[src/rtl/jk_pkg.sv]
// JK flip-flop excitation codes and helpers shared by the modulo counter and its cells.
package jk_pkg;

    typedef enum logic [1:0] {
        JK_HOLD   = 2'b00,
        JK_RST0   = 2'b01,
        JK_SET1   = 2'b10,
        JK_TOGGLE = 2'b11
    } jk_op_e;

    // Count path only ever toggles or holds; set/reset codes are reserved for load.
    function automatic jk_op_e jk_excite(input logic cur, input logic nxt);
        return (cur ^ nxt) ? JK_TOGGLE : JK_HOLD;
    endfunction

    function automatic jk_op_e jk_load(input logic d);
        return d ? JK_SET1 : JK_RST0;
    endfunction

endpackage

[src/rtl/jk_cell.sv]
// Single JK flip-flop with synchronous active-high reset; J=K=0 is a true hold.
module jk_cell
    import jk_pkg::*;
(
    input  logic clk,
    input  logic rst,
    input  logic j,
    input  logic k,
    output logic q
);

    always_ff @(posedge clk) begin
        if (rst) begin
            q <= 1'b0;
        end else begin
            case (jk_op_e'({j, k}))
                JK_HOLD:   q <= q;
                JK_RST0:   q <= 1'b0;
                JK_SET1:   q <= 1'b1;
                JK_TOGGLE: q <= ~q;
                default:   q <= q;
            endcase
        end
    end

endmodule

[src/rtl/jk_mod_counter.sv]
// Modulo-N up/down counter whose state is held in a bank of jk_cell instances.
// Optional JK_MOD_COUNTER_GRAY_EN adds a combinational Gray-coded view q_gray.
module jk_mod_counter
    import jk_pkg::*;
#(
    parameter int WIDTH   = 4,
    parameter int MODULUS = 10
) (
    input  logic             clk,
    input  logic             rst,
    input  logic             en,
    input  logic             up,
    input  logic             load,
    input  logic [WIDTH-1:0] load_val,
    output logic [WIDTH-1:0] q,
    output logic             tc,
    output logic             wrap
`ifdef JK_MOD_COUNTER_GRAY_EN
    ,
    output logic [WIDTH-1:0] q_gray
`endif
);

    localparam logic [WIDTH-1:0] MAX_VAL = WIDTH'(MODULUS - 1);
    localparam logic [WIDTH:0]   MOD_VAL = (WIDTH + 1)'(MODULUS);

    logic [WIDTH-1:0] q_next;
    logic [WIDTH-1:0] j;
    logic [WIDTH-1:0] k;
    jk_op_e           op;

    always_comb begin
        q_next = q;
        if (load) begin
            q_next = ({1'b0, load_val} >= MOD_VAL) ? MAX_VAL : load_val;
        end else if (en) begin
            if (up) begin
                // >= also sends an out-of-range state back to 0
                q_next = (q >= MAX_VAL) ? '0 : q + 1'b1;
            end else begin
                q_next = (q == '0) ? MAX_VAL : q - 1'b1;
            end
        end
    end

    always_comb begin
        j  = '0;
        k  = '0;
        op = JK_HOLD;
        for (int i = 0; i < WIDTH; i++) begin
            op         = load ? jk_load(q_next[i]) : jk_excite(q[i], q_next[i]);
            {j[i], k[i]} = op;
        end
    end

    for (genvar g = 0; g < WIDTH; g++) begin : g_cells
        jk_cell u_cell (
            .clk (clk),
            .rst (rst),
            .j   (j[g]),
            .k   (k[g]),
            .q   (q[g])
        );
    end

    assign tc = ~rst & en & ~load & (up ? (q == MAX_VAL) : (q == '0));

    always_ff @(posedge clk) begin
        if (rst) begin
            wrap <= 1'b0;
        end else begin
            wrap <= tc;
        end
    end

`ifdef JK_MOD_COUNTER_GRAY_EN
    assign q_gray = q ^ (q >> 1);
`endif

endmodule

[config.mk]
export PLATFORM = sky130hd
export DESIGN_NAME = jk_mod_counter
export DESIGN_NICKNAME = d
export VERILOG_FILES = /design/src/rtl/jk_pkg.sv /design/src/rtl/jk_cell.sv /design/src/rtl/jk_mod_counter.sv
export SDC_FILE = /design/constraint.sdc
export NUM_CORES = 1
export LEC_CHECK = 0
export ABC_CLOCK_PERIOD_IN_PS = 2300
export BUFFER_PORTS_ARGS = -buffer_cell sky130_fd_sc_hd__buf_2
export CORE_AREA = 2 2 39 41
export DETAILED_ROUTE_END_ITERATION = 10
export DIE_AREA = 0 0 41 43
export GPL_TIMING_DRIVEN = 1
export MAX_ROUTING_LAYER = met4
export PLACE_DENSITY = 0.61
export SKIP_LAST_GASP = 1
export SLEW_MARGIN = 20
export SYNTH_ARGS = -nofsm -noshare
export SYNTH_HDL_FRONTEND = slang
export SYNTH_SLANG_ARGS = --single-unit
[constraint.sdc]
create_clock -name clk -period 2.3 [get_ports clk]
set_clock_uncertainty 0.15 [all_clocks]
set_input_delay 0.23 -clock clk [delete_from_list [all_inputs] [get_ports clk]]
set_output_delay 0.23 -clock clk [all_outputs]
set_load 0.005 [all_outputs]
* Word level (Yosys, flattened, before mapping)
Cells that the tools add are included. Widths: inputs -> output; s select.
Word-level totals: memory bits (read-only) 0, latch bits 0, memories 0, logic and storage cells 63, bits of input ports 9, memory bits (writable) 0, output and inout bits 6, register bits 5
Operators by class: $lt $le $gt $ge 2, mux-type cells 23, div/mod/pow operators 0, add/subtract/negate cells 2, multipliers 0, reduce and logical (&&, ||, !) cells 5, equal/unequal tests 13, shifts and indexed selects 0, bitwise operators 13
Operators by type and width (count):
- $mux 2 | 12
- $mux 4 | 6
- $eq 2x2->1 const B | 8
- $pmux 1 s3 | 4
- $eq 2x1->1 const B | 4
- $ge 4x4->1 const B | 2
- $logic_not 2->1 | 4
- $not 1->1 | 6
- $add 4x1->4 const B | 1
- $eq 4x4->1 const B | 1
- $logic_not 4->1 | 1
- $sub 4x1->4 const B | 1
- $xor 1x1->1 | 4
- $and 1x1->1 | 3
- $mux 1 | 1

* Logic depth before layout (Yosys ltp)
depth in word-level cells 10, mapped depth 6, mapped depth without buffers 6

* By module
A second synthesis with hierarchy kept.
Second synthesis, totals: cells, all modules 75, area, all modules 516.7 µm²
Modules (own cells, without submodules):
- jk_mod_counter | times used 1, cells each 63, seq. area each 20.0 µm², area each 391.6 µm²
- jk_cell | times used 4, cells each 3, seq. area each 20.0 µm², area each 31.3 µm²

* Worst setup path after synthesis
OpenSTA, ideal clock, no wires.
path type register to register, start reg g_cells[1].u_cell.q, end reg g_cells[0].u_cell.q, setup time 0.095 ns, data arrival time 1.427 ns, stages on the path, launching flop included 7, setup slack 0.627 ns, buffers on the path 0, period minus slack after synthesis 1.673 ns, required time 2.055 ns, cells stage by stage dfxtp_1 > inv_1 > ha_1 > or3b_4 > nand3_1 > nand3_1 > a221oi_1
On the way: word-level cells in the longest chain between the ends 10, elaborated cells between the ends (all ways) 16, classes of those cells 1 x order compare; 3 x eq/ne; 9 x mux; 1 x bitwise; 2 x reduce/logical
Ends and longest elaborated chain:
- start, declared | RTL line jk_cell.sv:9 | output logic q
- start signal, assigned | RTL line jk_cell.sv:17 | JK_HOLD: q <= q;
- start signal, assigned | RTL line jk_cell.sv:20 | JK_TOGGLE: q <= ~q;
- start signal, assigned | RTL line jk_cell.sv:21 | default: q <= q;
- $ge 4x4->1 or $logic_not 4->1 (tied branches) | RTL line jk_mod_counter.sv:39, jk_mod_counter.sv:41
- $mux 4 (on tied branches) | RTL line jk_mod_counter.sv:39, jk_mod_counter.sv:41
- $mux 4 (*) | RTL line jk_mod_counter.sv:37 | if (up) begin
- $mux 4 (*) | RTL line jk_mod_counter.sv:36 | end else if (en) begin
- $mux 4 (*) | RTL line jk_mod_counter.sv:34 | if (load) begin
- $xor 1x1->1 | RTL line jk_pkg.sv:13 | return (cur ^ nxt) ? JK_TOGGLE : JK_HOLD;
- $mux 2 | RTL line jk_pkg.sv:13
- $mux 2 (*) | RTL line jk_mod_counter.sv:51 | op = load ? jk_load(q_next[i]) : jk_excite(q[i], q_next[i]);
- $eq 2x2->1 or $eq 2x1->1 (tied branches) | RTL line jk_cell.sv:16 | case (jk_op_e'({j, k}))
- $pmux 1 s3 | RTL line jk_cell.sv:16
- end signal, assigned | RTL line jk_cell.sv:17
- end signal, assigned | RTL line jk_cell.sv:20
- end signal, assigned | RTL line jk_cell.sv:21
- end, declared | RTL line jk_cell.sv:9
Every way passes the cells marked *; elsewhere a longest branch is shown, timed or not. A chain may end at the register's enable or synchronous reset.

* Final worst setup path
start reg g_cells[0].u_cell.q, end out tc
On the way: word-level cells in the longest chain between the ends 3, elaborated cells between the ends (all ways) 4, classes of those cells 1 x eq/ne; 1 x mux; 1 x bitwise; 1 x reduce/logical
Ends and longest elaborated chain:
- $eq 4x4->1 or $logic_not 4->1 (tied branches) | RTL line jk_mod_counter.sv:66 | assign tc = ~rst & en & ~load & (up ? (q == MAX_VAL) : (q == '0));
- $mux 1 (*) | RTL line jk_mod_counter.sv:66
- $and 1x1->1 (*) | RTL line jk_mod_counter.sv:66
- end, declared | RTL line jk_mod_counter.sv:16 | output logic tc,
Marks and branches as above.

==> impl_metrics.xml <==
<?xml version="1.0" encoding="UTF-8"?>
<metrics>
  <group name="yosys">
    <metric name="synth_area_in_xor_xnor" unit="%">0</metric>
    <metric name="synth_fp_nets" unit="">74</metric>
    <metric name="postSynthRegisterBits" unit="">5</metric>
    <metric name="synth_edf_count" unit="">0</metric>
    <metric name="synth.yosys.warnings" unit="">0</metric>
    <metric name="synthArstFlopShare" unit="%">0</metric>
    <metric name="synthDistinctLibCells" unit="">29</metric>
    <metric name="synth_top_family_by_area" unit="">simple AND/OR/NAND/NOR gates</metric>
    <metric name="post_synth_fa_ha_maj_area_fraction" unit="%">10.23</metric>
    <metric name="synthCells" unit="">61</metric>
    <metric name="synth-simple-area-share" unit="%">28.13</metric>
    <metric name="synth_compound_area_share" unit="%">27.62</metric>
    <metric name="postSynth.topFlopCell" unit="">dfxtp_1</metric>
    <metric name="ys_seq_area_share" unit="%">20.46</metric>
    <metric name="syn_area_per_cell" unit="sq um">8.020</metric>
    <metric name="syn_area" unit="sq um">489.2</metric>
    <metric name="synth_mux_area_share" unit="%">2.046</metric>
  </group>
  <group name="cells_and_area">
    <metric name="design.final.nets" unit="">87</metric>
    <metric name="finish.instance_area" unit="sq um">568.0</metric>
    <metric name="layout.cells.most_common_list" unit="">14 x buf_2, 5 x dfxtp_1, 4 x nand2b_1, 4 x ha_1</metric>
    <metric name="final_core_utilization" unit="%">41.05</metric>
    <metric name="synthToLayoutAreaGrowth" unit="%">16.11</metric>
    <metric name="num_antenna_cells" unit="">0</metric>
    <metric name="layout.cells.most_common" unit="">buf_2</metric>
    <metric name="final.fill_count" unit="">146</metric>
    <metric name="number_of_standard_cells_in_the_layout_taps_in_and_fillers_out" unit="">89</metric>
    <metric name="post_route_cells_drive_above_1_share" unit="%">27.40</metric>
  </group>
  <group name="timing">
    <metric name="max_clock_freq" unit="MHz">485.7</metric>
    <metric name="timing.final.setup_violations" unit="">0</metric>
    <metric name="rsz_0062_raised_after_global_routing" unit="">no</metric>
    <metric name="final_cycle_utilization_of_the_critical_path" unit="%">89.52</metric>
    <metric name="worst-slew-pin-transition" unit="ns">0.3251</metric>
    <metric name="period_minus_slack" unit="ns">2.059</metric>
    <metric name="final-max-slew-violation-count" unit="">0</metric>
    <metric name="timing.max_slew.rel_slack" unit="%">78.30</metric>
    <metric name="hold_violations" unit="">0</metric>
    <metric name="totalNegativeSetupSlack" unit="ns">0</metric>
  </group>
  <group name="placement">
    <metric name="place.detailed.hpwl" unit="um">861.5</metric>
    <metric name="place.gp.congestion" unit="">0.8601</metric>
    <metric name="io_buffers" unit="">14</metric>
    <metric name="placed_cells_incl_taps" unit="">85</metric>
    <metric name="placed_area" unit="sq um">541.8</metric>
  </group>
  <group name="power_and_ir_drop">
    <metric name="total_power" unit="W">0.0002994</metric>
    <metric name="p_per_area" unit="nW/um^2">527.0</metric>
    <metric name="power.static_leakage" unit="nW">0.2430</metric>
    <metric name="irDropWorstVdd" unit="mV">0.2208</metric>
  </group>
  <group name="critical_path">
    <metric name="max_fanout_on_critical_path" unit="">9</metric>
    <metric name="crit_path_start_kind" unit="">flop</metric>
    <metric name="worst_setup_path_end_kind" unit="">primary output</metric>
    <metric name="critical_path_required" unit="ns">1.92</metric>
    <metric name="timing.critical_path.arrival" unit="ns">1.68</metric>
    <metric name="setup.worst_path.class" unit="">reg -&gt; out</metric>
  </group>
  <group name="global_routing">
    <metric name="grtUsageTotal" unit="%">15.55</metric>
    <metric name="grt_pass1_vias" unit="">447</metric>
    <metric name="grt_overflow" unit="">0</metric>
    <metric name="global_route_wire_length_before_repair" unit="um">1842</metric>
    <metric name="antenna_found_initial" unit="">0</metric>
    <metric name="grt_start_max_net_pins" unit="">14</metric>
  </group>
  <group name="floorplan">
    <metric name="floorplan.rows" unit="">14</metric>
    <metric name="die_boundary_height" unit="um">43</metric>
    <metric name="die_w" unit="um">41</metric>
    <metric name="start_util" unit="%">35.35</metric>
    <metric name="num_io_pins" unit="">15</metric>
    <metric name="floorplan.die_area" unit="sq um">1763</metric>
    <metric name="core" unit="sq um">1384</metric>
  </group>
  <group name="route">
    <metric name="antenna_left" unit="">0</metric>
    <metric name="drt-initial-drc-count" unit="">6</metric>
    <metric name="drt-total-wl" unit="um">1105</metric>
    <metric name="route.detailed.drc" unit="">0</metric>
    <metric name="detail_route.vias_per_cell" unit="">5.539</metric>
    <metric name="route.detailed.wl_per_inst" unit="um">12.42</metric>
    <metric name="drt-pass1-iter-count" unit="">4</metric>
    <metric name="route.vias.total" unit="">493</metric>
  </group>
  <group name="clock_tree">
    <metric name="clkSlewWorstSetupHoldPaths" unit="ns">0.05</metric>
    <metric name="clk_latency" unit="ns">0.25</metric>
    <metric name="cts_repair_resize_count" unit="">0</metric>
    <metric name="post_cts_setup_driven_buffer_insertion_count" unit="">0</metric>
    <metric name="numCtsBuffers" unit="">3</metric>
    <metric name="clock_tree.htree_level_count" unit="">1</metric>
    <metric name="cts_sinks" unit="">5</metric>
    <metric name="ctsHoldBuffers" unit="">0</metric>
    <metric name="maximum_root_to_sink_buffer_count" unit="">2</metric>
    <metric name="clk_root_buffer_cell" unit="">clkbuf_4</metric>
    <metric name="tritoncts" unit="">yes</metric>
  </group>
  <group name="run">
    <metric name="max_cap_violations" unit="">0</metric>
  </group>
  <group name="outcome">
    <metric name="status" unit="">completed</metric>
  </group>
  <group name="worst_hold_path">
    <metric name="hold_path_class" unit="">in -&gt; reg</metric>
  </group>
</metrics>
[registers in the layout, summed over array words and instances (netlist names)]
register and flops:
wrap 1, g_cells.u_cell.q 4
[final timing paths]
path | slack, ns | cells past startpoint | endpoint | from
max | 0.24 | 6 | tc | g_cells[0].u_cell.q$_SDFFE_PP0P_
min | 0.08 | 3 | g_cells[1].u_cell.q$_SDFFE_PP0P_ | load_val[1]
max reg2reg | 0.49 | 6 | g_cells[2].u_cell.q$_SDFFE_PP0P_ | g_cells[0].u_cell.q$_SDFFE_PP0P_
min reg2reg | 0.54 | 2 | g_cells[3].u_cell.q$_SDFFE_PP0P_ | g_cells[3].u_cell.q$_SDFFE_PP0P_
[metal layers]
layer	up-vias	track usage [%]	routed length [um]
li1	249	-	-
met1	231	19.68	498
met2	11	22.19	557
met3	2	5.236	30
met4	0	6.000	19
met5	-	-	0
[Yosys cell counts (2+ instances only)]
library cell | instances | share of area [%]
nor3_1 | 2 | 2.0
nor2b_1 | 2 | 2.6
buf_4 | 4 | 6.1
a31oi_1 | 3 | 3.8
inv_1 | 3 | 2.3
dfxtp_1 | 5 | 20
nand3_1 | 2 | 2.0
o31ai_1 | 2 | 3.1
buf_2 | 3 | 3.1
ha_1 | 4 | 10
nor4_1 | 2 | 2.6
a211oi_1 | 2 | 3.1
nor3b_1 | 2 | 3.1
o21ai_0 | 3 | 3.1
nor2_1 | 3 | 2.3
a21oi_1 | 3 | 3.1
nand2b_1 | 4 | 5.1
[cells by family (layout without fill, tap and decap cells)]
group | Yosys count | count (layout)
adder cells (fa/ha/maj) | 4 | 4
AND/OR/NAND/NOR | 22 | 22
multiplexers | 1 | 1
buffers and inverters | 10 | 22
flip-flops | 5 | 5
AO/OA/AOI/OAI | 19 | 19
[stage by stage]
| step | hold WS [ns] | setup slack, ns |
|---|---|---|
| final | 0.07777 | 0.2411 |
| after global routing | 0.09334 | 0.1311 |
| after CTS | 0.07518 | 0.2522 |
| after detailed placement | 0.3346 | 0.5074 |
| after global placement | 0.3363 | 0.5150 |
| after floorplan | 0.1528 | 0.6273 |
[worst max-delay path: stages (launching register included)]
cell and delay, ns:
dfxtp_1 0.39, inv_1 0.13, ha_1 0.22, nor3b_1 0.19, a31oi_1 0.08, nor4_1 0.26
buf_2 0.16
[where the power goes]
group          internal (W)  switching [W]  leakage, nW
Sequential        0.0000931      0.0000114       0.0413
Combinational     0.0000432      0.0000459        0.187
Clock             0.0000659      0.0000399       0.0150
Total              0.000202      0.0000973        0.243
[cell type report]
class / count / area [sq um] / area share (%)
Tap cell: 16 / 20.02 / 3.524
Timing Repair Buffer: 15 / 77.57 / 13.66
Multi-Input combinational cell: 46 / 332.8 / 58.59
Sequential cell: 5 / 100.1 / 17.62
Clock buffer: 4 / 26.28 / 4.626
Inverter: 3 / 11.26 / 1.982
Power figures use the tool's default switching activity.
